--- src/rtl/assoc_dcache_pkg.sv ---
// Shared definitions for the set-associative data cache: controller states,
// width helper and the derived geometry of the default configuration.
package assoc_dcache_pkg;

   typedef enum logic [1:0] {
      ST_IDLE      = 2'd0,
      ST_WRITEBACK = 2'd1,
      ST_FETCH     = 2'd2,
      ST_UPDATE    = 2'd3
   } state_t;

   function automatic int clog2(input int value);
      int r;
      r = 0;
      for (int i = 0; i < 31; i++) begin
         if ((1 << i) < value) r = i + 1;
      end
      return r;
   endfunction

   localparam int OFF_W = clog2(4);
   localparam int IDX_W = clog2(4);
   localparam int TAG_W = 8 - OFF_W - IDX_W;
   localparam int BLK_W = 4 * 8;

endpackage

--- src/rtl/assoc_dcache_way.sv ---
// One way of the cache: per-set tag, valid, dirty and block storage with a
// combinational lookup port, a word-write port and a block-fill port.
module dcache_way
   import assoc_dcache_pkg::*;
#(
   parameter int SETS   = 4,
   parameter int DATA_W = 8,
   parameter int OFF_B  = OFF_W,
   parameter int IDX_B  = IDX_W,
   parameter int TAG_B  = TAG_W,
   parameter int BLK_B  = BLK_W
) (
   input  logic             clk,
   input  logic             rst_n,
   input  logic [IDX_B-1:0] idx,
   input  logic [TAG_B-1:0] tag,
   input  logic [OFF_B-1:0] off,
   input  logic             wr_en,
   input  logic [DATA_W-1:0] wr_data,
   input  logic             fill_en,
   input  logic [IDX_B-1:0] fill_idx,
   input  logic [TAG_B-1:0] fill_tag,
   input  logic [BLK_B-1:0] fill_blk,
   output logic             hit,
   output logic             valid,
   output logic             dirty,
   output logic [TAG_B-1:0] line_tag,
   output logic [BLK_B-1:0] line
);

   logic [SETS-1:0]  valid_r;
   logic [SETS-1:0]  dirty_r;
   logic [TAG_B-1:0] tag_r  [SETS];
   logic [BLK_B-1:0] data_r [SETS];

   // Line state bits; a fill always leaves the line clean.
   always_ff @(posedge clk or negedge rst_n) begin
      if (!rst_n) begin
         valid_r <= '0;
         dirty_r <= '0;
      end else if (fill_en) begin
         valid_r[fill_idx] <= 1'b1;
         dirty_r[fill_idx] <= 1'b0;
      end else if (wr_en) begin
         dirty_r[idx] <= 1'b1;
      end
   end

   // Tag and data arrays are deliberately left unreset.
   always_ff @(posedge clk) begin
      if (fill_en) begin
         tag_r[fill_idx]  <= fill_tag;
         data_r[fill_idx] <= fill_blk;
      end else if (wr_en) begin
         data_r[idx][off*DATA_W +: DATA_W] <= wr_data;
      end
   end

   assign valid    = valid_r[idx];
   assign dirty    = dirty_r[idx];
   assign line_tag = tag_r[idx];
   assign line     = data_r[idx];
   assign hit      = valid_r[idx] & (tag_r[idx] == tag);

endmodule

--- src/rtl/assoc_dcache.sv ---
// Write-back, write-allocate N-way data cache with LRU replacement and
// saturating hit/miss counters between the CPU port and block memory.
module assoc_dcache
   import assoc_dcache_pkg::*;
#(
   parameter int ADDR_W = 8,
   parameter int DATA_W = 8,
   parameter int WORDS  = 4,
   parameter int SETS   = 4,
   parameter int WAYS   = 2,
   parameter int CNT_W  = 16
) (
   input  logic                              CLK,
   input  logic                              RESET,
   input  logic                              READ,
   input  logic                              WRITE,
   input  logic [ADDR_W-1:0]                 ADDRESS,
   input  logic [DATA_W-1:0]                 WRITEDATA,
   output logic [DATA_W-1:0]                 READDATA,
   output logic                              BUSYWAIT,
   output logic                              M_READ,
   output logic                              M_WRITE,
   output logic [ADDR_W-clog2(WORDS)-1:0]    M_ADDRESS,
   output logic [WORDS*DATA_W-1:0]           M_WRITEDATA,
   input  logic [WORDS*DATA_W-1:0]           M_READDATA,
   input  logic                              M_BUSYWAIT,
   output logic [CNT_W-1:0]                  HIT_COUNT,
   output logic [CNT_W-1:0]                  MISS_COUNT
);

   localparam int OFF_B = clog2(WORDS);
   localparam int IDX_B = clog2(SETS);
   localparam int TAG_B = ADDR_W - OFF_B - IDX_B;
   localparam int BLK_B = WORDS * DATA_W;

   logic [OFF_B-1:0] off_s;
   logic [IDX_B-1:0] idx_s;
   logic [TAG_B-1:0] tag_s;
   logic [WAYS-1:0]  hit_s, valid_s, dirty_s, wr_en_s, fill_en_s;
   logic [TAG_B-1:0] way_tag_s  [WAYS];
   logic [BLK_B-1:0] way_line_s [WAYS];
   logic             hit_any_s, req_s, hit_way_s, victim_s;

   state_t              state_r;
   logic                m_read_r, m_write_r, victim_r, refill_r;
   logic [TAG_B+IDX_B-1:0] m_addr_r;
   logic [BLK_B-1:0]    m_wdata_r, fill_blk_r;
   logic [TAG_B-1:0]    miss_tag_r;
   logic [IDX_B-1:0]    miss_idx_r;
   logic [SETS-1:0]     lru_r;
   logic [CNT_W-1:0]    hit_cnt_r, miss_cnt_r;

   assign off_s = ADDRESS[OFF_B-1:0];
   assign idx_s = ADDRESS[OFF_B +: IDX_B];
   assign tag_s = ADDRESS[ADDR_W-1 -: TAG_B];

   for (genvar w = 0; w < WAYS; w++) begin : g_way
      assign wr_en_s[w]   = (state_r == ST_IDLE) & WRITE & hit_s[w];
      assign fill_en_s[w] = (state_r == ST_UPDATE) & (victim_r == 1'(w));

      dcache_way #(
         .SETS(SETS), .DATA_W(DATA_W), .OFF_B(OFF_B),
         .IDX_B(IDX_B), .TAG_B(TAG_B), .BLK_B(BLK_B)
      ) u_way (
         .clk(CLK), .rst_n(RESET),
         .idx(idx_s), .tag(tag_s), .off(off_s),
         .wr_en(wr_en_s[w]), .wr_data(WRITEDATA),
         .fill_en(fill_en_s[w]), .fill_idx(miss_idx_r),
         .fill_tag(miss_tag_r), .fill_blk(fill_blk_r),
         .hit(hit_s[w]), .valid(valid_s[w]), .dirty(dirty_s[w]),
         .line_tag(way_tag_s[w]), .line(way_line_s[w])
      );
   end

   assign hit_any_s = |hit_s;
   assign req_s     = READ | WRITE;

   // Hit way, victim choice (lowest invalid way wins over LRU) and load data.
   always_comb begin
      hit_way_s = 1'b0;
      victim_s  = (WAYS == 2) ? lru_r[idx_s] : 1'b0;
      for (int w = WAYS - 1; w >= 0; w--) begin
         if (hit_s[w]) hit_way_s = 1'(w);
         else          hit_way_s = hit_way_s;
         if (!valid_s[w]) victim_s = 1'(w);
         else             victim_s = victim_s;
      end
      if (hit_any_s) READDATA = way_line_s[hit_way_s][off_s*DATA_W +: DATA_W];
      else           READDATA = '0;
      if (state_r == ST_IDLE) BUSYWAIT = req_s & ~hit_any_s;
      else                    BUSYWAIT = 1'b1;
   end

   // Miss-handling controller, LRU state and performance counters.
   always_ff @(posedge CLK or negedge RESET) begin
      if (!RESET) begin
         state_r    <= ST_IDLE;
         m_read_r   <= 1'b0;
         m_write_r  <= 1'b0;
         m_addr_r   <= '0;
         m_wdata_r  <= '0;
         fill_blk_r <= '0;
         miss_tag_r <= '0;
         miss_idx_r <= '0;
         victim_r   <= 1'b0;
         refill_r   <= 1'b0;
         lru_r      <= '0;
         hit_cnt_r  <= '0;
         miss_cnt_r <= '0;
      end else begin
         case (state_r)
            ST_IDLE: begin
               refill_r <= 1'b0;
               if (req_s && hit_any_s) begin
                  // The first hit after a refill is the same request that missed.
                  if (!refill_r && hit_cnt_r != '1) hit_cnt_r <= hit_cnt_r + 1'b1;
                  if (WAYS == 2) lru_r[idx_s] <= ~hit_way_s;
               end else if (req_s) begin
                  if (miss_cnt_r != '1) miss_cnt_r <= miss_cnt_r + 1'b1;
                  miss_tag_r <= tag_s;
                  miss_idx_r <= idx_s;
                  victim_r   <= victim_s;
                  if (valid_s[victim_s] && dirty_s[victim_s]) begin
                     state_r   <= ST_WRITEBACK;
                     m_write_r <= 1'b1;
                     m_addr_r  <= {way_tag_s[victim_s], idx_s};
                     m_wdata_r <= way_line_s[victim_s];
                  end else begin
                     state_r  <= ST_FETCH;
                     m_read_r <= 1'b1;
                     m_addr_r <= {tag_s, idx_s};
                  end
               end
            end
            ST_WRITEBACK: begin
               if (!M_BUSYWAIT) begin
                  state_r   <= ST_FETCH;
                  m_write_r <= 1'b0;
                  m_read_r  <= 1'b1;
                  m_addr_r  <= {miss_tag_r, miss_idx_r};
               end
            end
            ST_FETCH: begin
               if (!M_BUSYWAIT) begin
                  state_r    <= ST_UPDATE;
                  m_read_r   <= 1'b0;
                  fill_blk_r <= M_READDATA;
               end
            end
            ST_UPDATE: begin
               state_r  <= ST_IDLE;
               refill_r <= 1'b1;
            end
            default: state_r <= ST_IDLE;
         endcase
      end
   end

   assign M_READ      = m_read_r;
   assign M_WRITE     = m_write_r;
   assign M_ADDRESS   = m_addr_r;
   assign M_WRITEDATA = m_wdata_r;
   assign HIT_COUNT   = hit_cnt_r;
   assign MISS_COUNT  = miss_cnt_r;

endmodule

--- config.mk ---
export PLATFORM = sky130hd
export DESIGN_NAME = assoc_dcache
export DESIGN_NICKNAME = d
export VERILOG_FILES = /design/src/rtl/assoc_dcache_pkg.sv /design/src/rtl/assoc_dcache_way.sv /design/src/rtl/assoc_dcache.sv
export SDC_FILE = /design/constraint.sdc
export NUM_CORES = 1
export LEC_CHECK = 0
export ABC_AREA = 1
export CORE_ASPECT_RATIO = 0.5
export CORE_MARGIN = 4
export CORE_UTILIZATION = 64
export DETAILED_ROUTE_END_ITERATION = 6
export DONT_BUFFER_PORTS = 1
export MAX_ROUTING_LAYER = met4
export PLACE_DENSITY = 0.8
export REMOVE_ABC_BUFFERS = 1
export SETUP_SLACK_MARGIN = 0.15
export SLEW_MARGIN = 20
export SYNTH_ARGS = -nofsm -noshare
export SYNTH_HDL_FRONTEND = slang
export SYNTH_SLANG_ARGS = --single-unit
--- constraint.sdc ---
create_clock -name CLK -period 3.6 [get_ports CLK]
set_clock_uncertainty 0.1 [all_clocks]
set_input_delay 0.54 -clock CLK [delete_from_list [all_inputs] [get_ports CLK]]
set_output_delay 0.54 -clock CLK [all_outputs]
set_load 0.01 [all_outputs]
* Yosys cells after proc, flatten, opt, wreduce, memory -nomap -nowiden
Memory sizes are Yosys's and may differ from the RTL's.
Cells that the tools add are included.
** Operators by class
- Add/sub/neg operators :: 3
- Equality and inequality tests :: 13
- Reduce and logical (&&, ||, !) cells :: 25
- Shifts and indexed selects :: 3
- Magnitude comparators :: 7
- Mux-type cells :: 76
- Bitwise gates (word level) :: 23
** Operator list (number)
- $mux W32 :: 12
- $reduce_or A32 Y1 :: 2
- $neg A5 Y34 :: 1
- $shift A8 B34 Y32 const A :: 1
- $shiftx A8 B34 Y32 :: 1
- $add A16 B1 Y16 const B :: 2
- $mux W1 :: 32
- $ne A16 B16 Y1 const B :: 2
- $shiftx A32 B6 Y8 :: 1
- $mux W4 :: 7
- $mux W6 :: 4
- $or A4 B4 Y4 :: 4
- $reduce_and A4 Y1 :: 4
- $mux W2 :: 7
- $pmux W6 S2 :: 1
- $bmux W1 S2 :: 5
- $ne A2 B2 Y1 const B :: 5
- $and A1 B1 Y1 :: 8
- $and A4 B4 Y4 :: 2
- $eq A4 B4 Y1 :: 2
- $mux W8 :: 1
- $pmux W2 S4 :: 1
- $reduce_bool A2 Y1 :: 4
- $lt A2 B3 Y1 const B :: 2
- other kinds (23) :: 39
** Word-level totals
- Output and inout bits :: 81
- RAM bits :: 288
- Bits of input ports :: 53
- Register bits after elaboration :: 134
- Memories :: 4
- Logic and storage cells :: 171
** Memories
- g_way[0].u_way.data_r :: depth 4, bits a word 32, rd ports 1, clocked after Yosys merged registers in 0, wr ports 1, RTL line assoc_dcache_way.sv:34 : logic [BLK_B-1:0] data_r [SETS];
- g_way[1].u_way.data_r :: depth 4, bits a word 32, rd ports 1, clocked after Yosys merged registers in 0, wr ports 1, RTL line assoc_dcache_way.sv:34
- g_way[0].u_way.tag_r :: depth 4, bits a word 4, rd ports 1, clocked after Yosys merged registers in 0, wr ports 1, RTL line assoc_dcache_way.sv:33 : logic [TAG_B-1:0] tag_r [SETS];
- g_way[1].u_way.tag_r :: depth 4, bits a word 4, rd ports 1, clocked after Yosys merged registers in 0, wr ports 1, RTL line assoc_dcache_way.sv:33

* Logic depth before layout (Yosys ltp)
- Word-level depth :: 12
- Gate-level depth with buffers :: 19
- Gate-level depth less buffers :: 16

* Modules after synthesis
Synthesis repeated with hierarchy kept, for this count alone.
** Unflattened totals
- Cell total of the unflattened synthesis :: 1800
- Area total of the unflattened synthesis :: 19138.4 um^2
** Modules (own cells, without submodules)
- dcache_way at g_way[0].u_way :: times used 1, cells an instance 534, sequential area each 4524.3 um^2, area an instance 6473.7 um^2
- dcache_way at g_way[1].u_way :: times used 1, cells an instance 534, sequential area each 4524.3 um^2, area an instance 6433.7 um^2
- assoc_dcache :: times used 1, cells an instance 732, sequential area each 2952.8 um^2, area an instance 6231.0 um^2

* Worst setup path before layout
Ideal clock, no wire load.
- Path kind :: input port to flip-flop
- From :: input ADDRESS[0]
- To :: memory g_way[0].u_way.data_r[3][10] (netlist name) (enable)
- Path slack :: 0.226 ns
- Data required time :: 3.130 ns
- Arrival :: 2.903 ns
- Stages on the path :: 11
- Buffers on the path :: 4
- Library setup time :: 0.370 ns
- Cells stage by stage :: clkbuf_1 clkinv_1 clkbuf_1 ha_1 clkbuf_1 o41ai_1 clkbuf_1 nand2_1 nand2_1 nand2_1 nor2_1
** On the way
- Cells in the longest elaborated chain, start to end :: 5
- Elaborated cells between the ends (all ways) :: 6
- Those cells by class :: add/sub (1); shift (1); mux (3); reduce/logical (1)
** Ends and longest elaborated chain
- from (decl) :: RTL line assoc_dcache.sv:17 : input logic [ADDR_W-1:0] ADDRESS,
- $neg A5 Y34 (*) :: RTL line assoc_dcache_way.sv:55 : data_r[idx][off*DATA_W +: DATA_W] <= wr_data;
- $shift A8 B34 Y32 (*) :: RTL line assoc_dcache_way.sv:55
- $mux W32 (implied by the code) (*) :: RTL line assoc_dcache_way.sv:55
- $reduce_or A32 Y1 (no line)
- $mux W2 (no line) or $mux W32 (tied branches)
- to (decl) :: RTL line assoc_dcache_way.sv:34
Every way passes the cells marked *; elsewhere a longest branch is shown, timed or not.

* Final worst setup path
- From :: memory g_way[1].u_way.tag_r[1][1] (netlist name)
- To :: output READDATA[4]
** On the way
- Cells in the longest elaborated chain, start to end :: 11
- Elaborated cells between the ends (all ways) :: 12
- Those cells by class :: eq/ne (1); shift (1); mux (6); bitwise (2); reduce/logical (1); memory (1)
** Ends and longest elaborated chain
- from (decl) :: RTL line assoc_dcache_way.sv:33
- $mem_v2 Z4 W4 (*)
- $eq A4 B4 Y1 (*) :: RTL line assoc_dcache_way.sv:63 : assign hit = valid_r[idx] & (tag_r[idx] == tag);
- $and A1 B1 Y1 (*) :: RTL line assoc_dcache_way.sv:63
- $mux W1 (2 in series) :: RTL line assoc_dcache.sv:83 : if (hit_s[w]) hit_way_s = 1'(w);
- $not A1 Y2 (implied by the code) :: RTL line assoc_dcache.sv:88 : if (hit_any_s) READDATA = way_line_s[hit_way_s][off_s*DATA_W +: DATA_W];
- $mux W32 (implied by the code) (3 in series) :: RTL line assoc_dcache.sv:88
- $shiftx A32 B6 Y8 :: RTL line assoc_dcache.sv:88
- $mux W8 (*) :: RTL line assoc_dcache.sv:88
- to (decl) :: RTL line assoc_dcache.sv:19 : output logic [DATA_W-1:0] READDATA,
Every way passes the cells marked *; elsewhere a longest branch is shown, timed or not. The select of a mux whose other input is x is not followed.

==> results_dict.tcl <==
set metrics [dict create \
    status "finished with violations" \
    failed_checks "hold timing" \
    slowest_delay_ns 0.37 \
    critical_path.cell_chain "nand2_1, nand2_1, nand2_1, nand2_1, nand2_1, nand3_1, nor2_2, nand2_2, inv_2, nand2_2, buf_12, nand2_1, nand3_1, nand2_1, nor2_1, nor2_1" \
    synth_seq_area_share 0.635 \
    drtIter0Drc 1995 \
    mostFrequentLayoutCells "nand2_1 (475), edfxtp_1 (288), nor2_1 (198), dfrtp_1 (134), inv_1 (114)" \
    endpoint_kind "primary output" \
    cp.required_ns 2.96 \
    synth.distinct_cells 37 \
    grt_usage 0.317 \
    drv_slew 0 \
    row_count 44 \
    core_area_mm2 0.0290 \
    insertion_delay_ns 0.55 \
    regArea_mm2 0.0120 \
    htreeDepth 2 \
    viasPerCell 6.25 \
    cap_viol_max_count 0 \
    path_class "reg -> out" \
    worstMarginPinSlew_ns 1.06 \
    start_kind "flop" \
    layout_commonest_cell "nand2_1" \
    layout.nets 1913 \
    nFillCells 1961 \
    clockRootBuffer "clkbuf_16" \
    dr.pass1.iters 6 \
    critPathMostFrequentCell "nand2_1" \
    drc_errors 0 \
    fin_cells 2269 \
    rsz0062_at_grt "true" \
    fin_hold_ws_ns -0.427 \
    first_global_vias 13800 \
    yosys_warnings 0 \
    dp.cells 2201 \
    wl_met3_um 6200 \
    synth_top_area_cell "edfxtp_1" \
    synth_top_area_share 0.458 \
    grt_max_degree 135 \
    pwr_density_cell_mw_per_mm2 727 \
    setup_viol 0 \
    wl_per_cell_um 22.1 \
    fin_crit_sh 0.922 \
    port_buffers 0 \
    grt_pass1_wl_um 76800 \
    synth_ff_type "edfxtp_1" \
    drive_gt1_frac 0.0986 \
    dpl_cell_area_mm2 0.0196 \
    met1Wirelength_um 19100 \
    r2r_slack_ns 0.67 \
    antenna_found_initial 1 \
    stdcell_area_mm2 0.0208 \
    io_pins 134 \
    synth-edff-count 288 \
    clock-sinks 422 \
    ys_seq_elements 422 \
    hpwl_um 32500 \
    hold_viol_final 134 \
    gp_congestion 0.988 \
    yosys-top-cells-area "edfxtp_1 (46%), dfrtp_1 (18%), nand2_1 (9.5%)" \
    die_x_um 251 \
    hp-class "in -> async" \
    max_freq_mhz 301 \
    dr_total_vias 14200 \
    cts.path.max_buffers 3 \
    syn_avg_cell_area_um2 10.3 \
    overflow 0 \
    async_reset_ff_frac 0.318 \
    slew_headroom 0.295 \
    netlist_area_mm2 0.0189 \
    cpLargestDelayFamily "simple AND/OR/NAND/NOR gates" \
    multi_input_area_mm2 0.00607 \
    dieArea_mm2 0.0325 \
    met2_length_um 23100 \
    peakVddDrop_v 0.000406 \
    arrival_ns 2.68 \
    path_clk_slew_ns 0.07 \
    initial_core_util 0.651 \
    ant_nets 0 \
    crit_fanout 27 \
    period_minus_slack_ns 3.32 \
    cts_tree "built" \
    wl_um 50100 \
    leakagePower_uw 0.00836 \
    top_layer_used "met4" \
    cp_num_buf_inv 2 \
    cts_made_buffers 37 \
    syn2layout_area_growth_pct 10.1 \
    fp.dieH_um 129 \
    slowest_stage "edfxtp_1" \
    synth_cells 1839 \
]
==> per-layer routing <==
layer,track usage,vias up
met4,0.108,0
met2,0.496,933
li1,-,6347
met3,0.0812,143
met1,0.413,6767
met5,-,-
==> through the flow <==
stage / setup slack [ns] / power [µW] / utilization / setup TNS, ns
2_1_floorplan: -4.10 / 9700 / - / -1152.58
3_3_place_gp: 0.408 / 10800 / 0.674 / 0
3_5_place_dp: 0.351 / 11000 / 0.674 / 0
4_1_cts: 0.157 / 15100 / 0.716 / 0
5_1_grt: 0.148 / 15800 / 0.717 / 0
6_report: 0.283 / 15100 / 0.717 / 0
==> power breakdown <==
part	total [µW]	internal (µW)	switching (µW)
Clock	4110	2310	1790
Sequential	7480	6670	814
Combinational	3540	1170	2370
Total	15100	10200	4980
==> worst reg2reg max path, delay by kind of cell (launching register included) <==
kind | cells | cell delay, ns
buffers and inverters | 1 | 0.23
DFF | 1 | 0.38
and+or+nand+nor | 14 | 1.71
AOI/OAI and AO/OA | 1 | 0.19
==> flip-flops by register name, summed over array words and instances, names as in the netlist, 2 cells and up <==
name / cells
fill_blk_r: 32
g_way.u_way.tag_r: 32
lru_r: 4
M_ADDRESS: 6
HIT_COUNT: 16
M_WRITEDATA: 32
state_r: 2
miss_idx_r: 2
g_way.u_way.data_r: 256
g_way.u_way.dirty_r: 8
miss_tag_r: 4
MISS_COUNT: 16
g_way.u_way.valid_r: 8
==> cell families (layout without fill, tap and decap cells) <==
kind of cell | count (synthesis) | in the layout | share of synthesized area
AND/OR/NAND/NOR | 836 | 836 | 0.180
adder cells (fa/ha/maj) | 11 | 11 | 0.00729
XOR/XNOR | 29 | 29 | 0.0134
other | 0 | 1 | 0
AO/OA/AOI/OAI | 294 | 294 | 0.0993
multiplexers | 33 | 33 | 0.0196
buffers and inverters | 214 | 252 | 0.0455
flip-flops | 422 | 422 | 0.635
==> final cells by class <==
class,instances,share of cell area
multi-input cells,1203,0.292
repair buffers,60,0.0260
well taps,391,0.0235
clock buffers,55,0.0539
diodes,1,0.000120
clock inverters,12,0.00547
inverters,125,0.0226
flip-flops and latches,422,0.577
==> cells in the mapped netlist, types with 14 or more instances <==
cell type,n
mux2_2,32
nor3_1,27
edfxtp_1,288
a22o_1,27
nand3_1,96
o21a_1,14
a22oi_1,14
xor2_1,23
inv_1,114
o21ai_0,43
o21ai_1,41
nand2_1,478
a21oi_1,86
nor2_1,201
a221oi_1,55
dfrtp_1,134
buf_2,27
clkbuf_1,46
==> timing repair <==
item / 4_1_cts / 5_1_grt
gates resized for setup: 0 / 6
endpoints found under the setup margin: 0 / 8
hold endpoints to repair: 134 / 134
setup buffers: 0 / 0
==> final timing paths <==
check,start,end,cells after the start
max,g_way[1].u_way.tag_r[1][1]$_DFFE_PP_,READDATA[4],16
min,RESET,HIT_COUNT[7]$_DFFE_PN0P_,0
max reg2reg,g_way[0].u_way.tag_r[1][1]$_DFFE_PP_,g_way[0].u_way.data_r[2][7]$_DFFE_PP_,16
min reg2reg,g_way[1].u_way.valid_r[1]$_DFFE_PN0P_,g_way[1].u_way.valid_r[1]$_DFFE_PN0P_,2
max in group asynchronous,RESET,M_WRITEDATA[28]$_DFFE_PN0P_,0
min in group CLK,ADDRESS[3],miss_idx_r[1]$_DFFE_PN0P_,2
Note: power is estimated with default switching activity, not from simulation.
